File: src/rtl/substitution_layer_seq.sv
// substitution_layer_seq -- iterative, handshaked Ascon substitution layer.
//
// Applies the 5-bit Ascon S-box to LANES bit-columns of the 320-bit state per
// clock, working in place on an internal state register. A state is accepted in
// IDLE, substituted over 64/LANES RUN cycles, then held in DONE until the
// downstream handshake completes.
//
// Parameters:
//   LANES            columns per cycle; one of 1, 2, 4, 8, 16, 32, 64
// Optional feature macro:
//   SUBST_LAYER_INV_EN  adds the inv_i port and the inverse S-box table
// Ports:
//   clk_i          clock, rising edge
//   rst_i          synchronous active-high reset
//   in_valid_i     input state offered
//   in_ready_o     block can accept a state (high only in IDLE)
//   state_array_i  input state, word Sk at index k
//   inv_i          select inverse S-box for this transaction (optional)
//   out_valid_o    result available (high only in DONE)
//   out_ready_i    downstream accepts result
//   state_array_o  result state (the working register)

package ascon_pkg;
    localparam int WORD_WIDTH = 64;
    // Index k holds word Sk; bit j of each word forms column j.
    typedef logic [4:0][WORD_WIDTH-1:0] ascon_state_t;
endpackage

module substitution_layer_seq
    import ascon_pkg::*;
#(
    parameter int LANES = 8
) (
    input  logic         clk_i,
    input  logic         rst_i,
    input  logic         in_valid_i,
    output logic         in_ready_o,
    input  ascon_state_t state_array_i,
`ifdef SUBST_LAYER_INV_EN
    input  logic         inv_i,
`endif
    output logic         out_valid_o,
    input  logic         out_ready_i,
    output ascon_state_t state_array_o
);

    localparam int SLICES  = 64 / LANES;
    localparam int CNT_W   = (SLICES > 1) ? $clog2(SLICES) : 1;
    localparam int LANE_SH = $clog2(LANES);
    localparam logic [CNT_W-1:0] CNT_LAST = CNT_W'(SLICES - 1);

    generate
        if (LANES != 1 && LANES != 2 && LANES != 4 && LANES != 8 &&
            LANES != 16 && LANES != 32 && LANES != 64) begin : g_bad_lanes
            $fatal(1, "substitution_layer_seq: LANES must be a power of two from 1 to 64");
        end
    endgenerate

    localparam logic [4:0] FWD_TAB [32] = '{
        5'h04, 5'h0b, 5'h1f, 5'h14, 5'h1a, 5'h15, 5'h09, 5'h02,
        5'h1b, 5'h05, 5'h08, 5'h12, 5'h1d, 5'h03, 5'h06, 5'h1c,
        5'h1e, 5'h13, 5'h07, 5'h0e, 5'h00, 5'h0d, 5'h11, 5'h18,
        5'h10, 5'h0c, 5'h01, 5'h19, 5'h16, 5'h0a, 5'h0f, 5'h17
    };

`ifdef SUBST_LAYER_INV_EN
    localparam logic [4:0] INV_TAB [32] = '{
        5'h14, 5'h1a, 5'h07, 5'h0d, 5'h00, 5'h09, 5'h0e, 5'h12,
        5'h0a, 5'h06, 5'h1d, 5'h01, 5'h19, 5'h15, 5'h13, 5'h1e,
        5'h18, 5'h16, 5'h0b, 5'h11, 5'h03, 5'h05, 5'h1c, 5'h1f,
        5'h17, 5'h1b, 5'h04, 5'h08, 5'h0f, 5'h0c, 5'h10, 5'h02
    };
    logic inv_q, inv_d;
`endif

    typedef enum logic [1:0] {IDLE, RUN, DONE} fsm_e;

    fsm_e             fsm_q, fsm_d;
    logic [CNT_W-1:0] cnt_q, cnt_d;
    ascon_state_t     work_q, work_d;

    // First column of the slice handled this cycle (cnt * LANES).
    logic [5:0] base;
    assign base = 6'(32'(cnt_q) << LANE_SH);

    logic [4:0] x_lane [LANES];
    logic [4:0] y_lane [LANES];

    generate
        for (genvar gi = 0; gi < LANES; gi++) begin : g_lane
            logic [5:0] col;
            assign col = base + 6'(gi);
            // S0 supplies the MSB of the column value.
            assign x_lane[gi] = {work_q[0][col], work_q[1][col], work_q[2][col],
                                 work_q[3][col], work_q[4][col]};
`ifdef SUBST_LAYER_INV_EN
            assign y_lane[gi] = inv_q ? INV_TAB[x_lane[gi]] : FWD_TAB[x_lane[gi]];
`else
            assign y_lane[gi] = FWD_TAB[x_lane[gi]];
`endif
        end
    endgenerate

    always_comb begin
        fsm_d  = fsm_q;
        cnt_d  = cnt_q;
        work_d = work_q;
`ifdef SUBST_LAYER_INV_EN
        inv_d  = inv_q;
`endif
        case (fsm_q)
            IDLE: begin
                if (in_valid_i) begin
                    work_d = state_array_i;
                    cnt_d  = '0;
`ifdef SUBST_LAYER_INV_EN
                    inv_d  = inv_i;
`endif
                    fsm_d  = RUN;
                end
            end
            RUN: begin
                for (int i = 0; i < LANES; i++) begin
                    work_d[0][base + 6'(i)] = y_lane[i][4];
                    work_d[1][base + 6'(i)] = y_lane[i][3];
                    work_d[2][base + 6'(i)] = y_lane[i][2];
                    work_d[3][base + 6'(i)] = y_lane[i][1];
                    work_d[4][base + 6'(i)] = y_lane[i][0];
                end
                // Hold the counter on the final slice rather than wrapping.
                if (cnt_q == CNT_LAST) begin
                    fsm_d = DONE;
                end else begin
                    cnt_d = cnt_q + CNT_W'(1);
                end
            end
            DONE: begin
                if (out_ready_i) begin
                    fsm_d = IDLE;
                end
            end
            default: fsm_d = IDLE;
        endcase
    end

    always_ff @(posedge clk_i) begin
        if (rst_i) begin
            fsm_q  <= IDLE;
            cnt_q  <= '0;
            work_q <= '0;
`ifdef SUBST_LAYER_INV_EN
            inv_q  <= 1'b0;
`endif
        end else begin
            fsm_q  <= fsm_d;
            cnt_q  <= cnt_d;
            work_q <= work_d;
`ifdef SUBST_LAYER_INV_EN
            inv_q  <= inv_d;
`endif
        end
    end

    assign in_ready_o    = (fsm_q == IDLE);
    assign out_valid_o   = (fsm_q == DONE);
    assign state_array_o = work_q;

endmodule

File: config.mk
export PLATFORM = sky130hd
export DESIGN_NAME = substitution_layer_seq
export DESIGN_NICKNAME = d
export VERILOG_FILES = /design/src/rtl/substitution_layer_seq.sv
export SDC_FILE = /design/constraint.sdc
export NUM_CORES = 1
export LEC_CHECK = 0
export ABC_AREA = 1
export BUFFER_PORTS_ARGS = -buffer_cell sky130_fd_sc_hd__buf_2
export CAP_MARGIN = 20
export CELL_PAD_IN_SITES_DETAIL_PLACEMENT = 1
export CELL_PAD_IN_SITES_GLOBAL_PLACEMENT = 1
export CORE_AREA = 2 2 253 255
export DETAILED_ROUTE_END_ITERATION = 10
export DIE_AREA = 0 0 255 257
export MAX_ROUTING_LAYER = met4
export PLACE_DENSITY = 0.82
export SETUP_SLACK_MARGIN = 0.02
export SLEW_MARGIN = 5
export SYNTH_ARGS = -nofsm -noshare
export SYNTH_HDL_FRONTEND = slang
export SYNTH_SLANG_ARGS = --single-unit
File: constraint.sdc
create_clock -name clk_i -period 2.5 [get_ports clk_i]
set_input_delay 0.5 -clock clk_i [delete_from_list [all_inputs] [get_ports clk_i]]
set_output_delay 0.5 -clock clk_i [all_outputs]
set_load 0.02 [all_outputs]
==> results.toml <==
[worst_setup_path]
path_max_fanout = 13
reg2reg_slack_ns = -0.10
path_depth = 15
r2r_end = "state_array_o[241]"
critPathSlowestCell = "dfxtp_4"
r2r_start = "cnt_q[0]"
cp-end-kind = "flop"
cp.buffers_inverters = 5
required_ns = 2.92
cp_top_family = "buffers and inverters"
crit_path_max_incr_delay_ns = 0.41
start_kind = "flop"
worstSetupPathType = "reg2reg"
r2r_cells = 15
arrival_ns = 3.03
worstPathCellList = "buf_4 > clkbuf_16 > o21ai_4 > nand2_1 > nand2_1 > nand2_2 > nand2_4 > inv_2 > ha_4 > inv_2 > buf_6 > o21ai_4 > nand2_8 > a21oi_4 > nor2_1"

[pwr]
peakVddDrop_mv = 0.434
p_sw_w = 0.00899
pwr-share-clk = 0.283
p_int_w = 0.0126
pwr-share-seq = 0.280
p_leak_nw = 13.5
p_sw_frac = 0.417
comb_power_share = 0.437
powerDensity_nw_per_um2 = 745

[detailed_routing]
drt-pass1-iter-count = 6
drt_iter0_drc = 2308
antenna_left = 0
avgRoutedWirePerCell_um = 26.2
vias = 26500
drc = 0
via_per_inst = 5.71
drt_wl_total_mm = 122

[synth]
mappedNetlistNets = 3330
netlist.area_leader.share = 0.335
synth_cells = 2988
synth_compound_area_frac = 0.237
synth_common_cells = "986 x nand2_1, 341 x a21oi_1, 325 x dfxtp_1, 224 x nand3_1, 202 x inv_1"
ys_ff_latch = 325
ys.flop_type = "dfxtp_1"
yosysSeqAreaShare = 0.335
yosysMostFrequentCell = "nand2_1"
ys_top_cells_by_area = "dfxtp_1 34%, nand2_1 19%, a21oi_1 8.8%"
avgSynthCellArea_um2 = 6.49
yosysWarningCount = 0
synthMuxAreaShare = 0
synthSimpleGateAreaFrac = 0.319
synth_fa_ha_area_frac = 0.0116
synth-xor-area-share = 0
synth_top_cell_by_area = "dfxtp_1"
synth-edff-count = 0
async_flop_share = 0
netlist_area_um2 = 19400
synth_top_family_by_area = "simple AND/OR/NAND/NOR gates"
ys_types = 26

[clock_tree]
cts-htree-levels = 2
clkTransAtPathRegs_ns = 0.07
cts_root_buffer = "clkbuf_16"
cts_inserted_buffers = 39
clock_path_buffers = 3
cts_tree = "yes"
insertion_delay_ns = 0.59
cts.sinks = 325

[floorplan]
rows = 92
die_w_um = 255
coreArea_um2 = 62700
die_height_um = 257
fp.dieArea_um2 = 65500
initial_core_util = 0.309
io_pins = 646

[placed_design]
io_buffer_count = 645
pre_cts_ws_ns = -0.338
gp_congestion = 0.910
dp.final_hpwl_mm = 85.7
dp.cells = 4506

[min_path]
min_to = "state_array_o[124]"
hold_path.startpoint = "state_array_i[124]"
holdCritPathClass = "in2reg"
worstHoldPathCells = 3

[global_routing]
grt_pass1_wl_mm = 169
grt_usage = 0.355
antenna_found_initial = 13
grt_max_degree = 111
grt-ovfl-total = 0
first_global_vias = 26300

[sta]
period_needed_ns = 2.60
finalSetupViolCount = 51
finalHoldViolations = 0
finalMaxSlewViolations = 0
worst_pin_slew_ns = 0.923
max_clock_freq_mhz = 384
worst_hold_slack_ns = 0.227
post-route-period-util = 1.04
rsz0062_at_grt = "true"
fin_skew_ns = 0.0364
relSlewSlack = 0.385
fin_ws_ns = -0.105

[finish]
fin_util = 0.461
areaGrowthSynthToFinish_pct = 49.1
fill_cells = 8010
layout.cells.non_filler = 4644
nets = 4099
drive_gt1_frac = 0.369

[run_status]
status = "finished with violations"
violations = "setup timing"

[job]
drv_cap = 0
-- per-stage QoR --
| stage | total power (W) | cell area, um2 | setup TNS (ns) |
|---|---|---|---|
| finish | 0.0215 | 28900 | -1.86 |
| global route | 0.0222 | 28900 | -9.77 |
| CTS | 0.0204 | 27100 | -0.110 |
| detailed placement | 0.0140 | 25300 | -35.44 |
| global placement | 0.0138 | 25300 | -21.89 |
| floorplan | 0.00980 | 19400 | 0 |
-- placed cells by master, fill, tap and decap left out, types with 6 or more instances in the layout --
cell	count
nand2_1	897
buf_2	644
dfxtp_1	322
a21oi_1	268
buf_4	194
inv_1	188
nand3_1	167
a22oi_1	151
nand2_2	92
nor2_1	86
o21ai_0	78
a21oi_2	72
o211ai_1	67
nand3_2	64
buf_12	59
nand4_1	58
a22o_1	55
clkbuf_16	47
nand2_4	45
o21ai_1	32
inv_2	30
buf_6	25
nand3_4	16
o21ai_2	15
diode_2	13
inv_4	12
o21ai_4	10
ha_1	9
clkbuf_1	9
ha_4	8
nand2_8	7
clkbuf_8	7
nor2_4	6
-- sequential cells by signal (all words and copies together) (netlist names) --
name	count
cnt_q	3
fsm_q	2
state_array_o	320
-- how the worst max path moves through the flow --
stage,end,start,slack (ns)
2_1_floorplan,state_array_o[259],cnt_q[1],0.22
3_3_place_gp,state_array_o[264],cnt_q[0],-0.23
3_5_place_dp,state_array_o[200],cnt_q[0],-0.34
4_1_cts,state_array_o[250],cnt_q[0],-0.02
5_1_grt,state_array_o[295],cnt_q[0],-0.15
6_report,state_array_o[241],cnt_q[0],-0.10
-- routing by layer --
metal / track usage / routed length [um] / up-vias
met4: 0.174 / 7020 / 0
met1: 0.428 / 47800 / 13000
met3: 0.0615 / 9650 / 432
met5: - / 0 / -
li1: - / - / 11600
met2: 0.571 / 57300 / 1515
-- cells by family after synthesis --
logic type	Yosys count
and+or+nand+nor	1447
AOI/OAI and AO/OA	756
buffers and inverters	442
DFF	325
adders and majority gates	18
-- worst min-delay path: stages --
cell	delay [ns]
buf_2	0.08
a21oi_1	0.05
a21oi_1	0.13
-- repair_timing --
| item | 4_1_cts | 5_1_grt |
|---|---|---|
| gates cloned | 2 | 10 |
| pin swaps | 12 | 109 |
| hold buffers | 0 | 0 |
| setup buffers | 2 | 43 |
| gates resized for setup | 92 | 333 |
| setup endpoints to repair | 295 | 317 |
-- layout make-up --
class,count,area [um2],area share
Multi-Input combinational cell,2221,12600,0.435
Sequential cell,325,6520,0.225
Timing Repair Buffer,937,6490,0.224
Clock buffer,56,1130,0.0391
Tap cell,846,1060,0.0366
Inverter,233,926,0.0320
Clock inverter,13,184,0.00636
Antenna cell,13,32.5,0.00112
-- power by group through the flow --
stage               clock, W  sequential [W]  combinational [W]
detailed placement         0         0.00609            0.00787
global placement           0         0.00610            0.00774
CTS                  0.00611         0.00599            0.00826
floorplan                  0         0.00643            0.00337
finish               0.00610         0.00603            0.00942
global route         0.00630         0.00604            0.00989
Note: power is estimated with default switching activity, not from simulation.
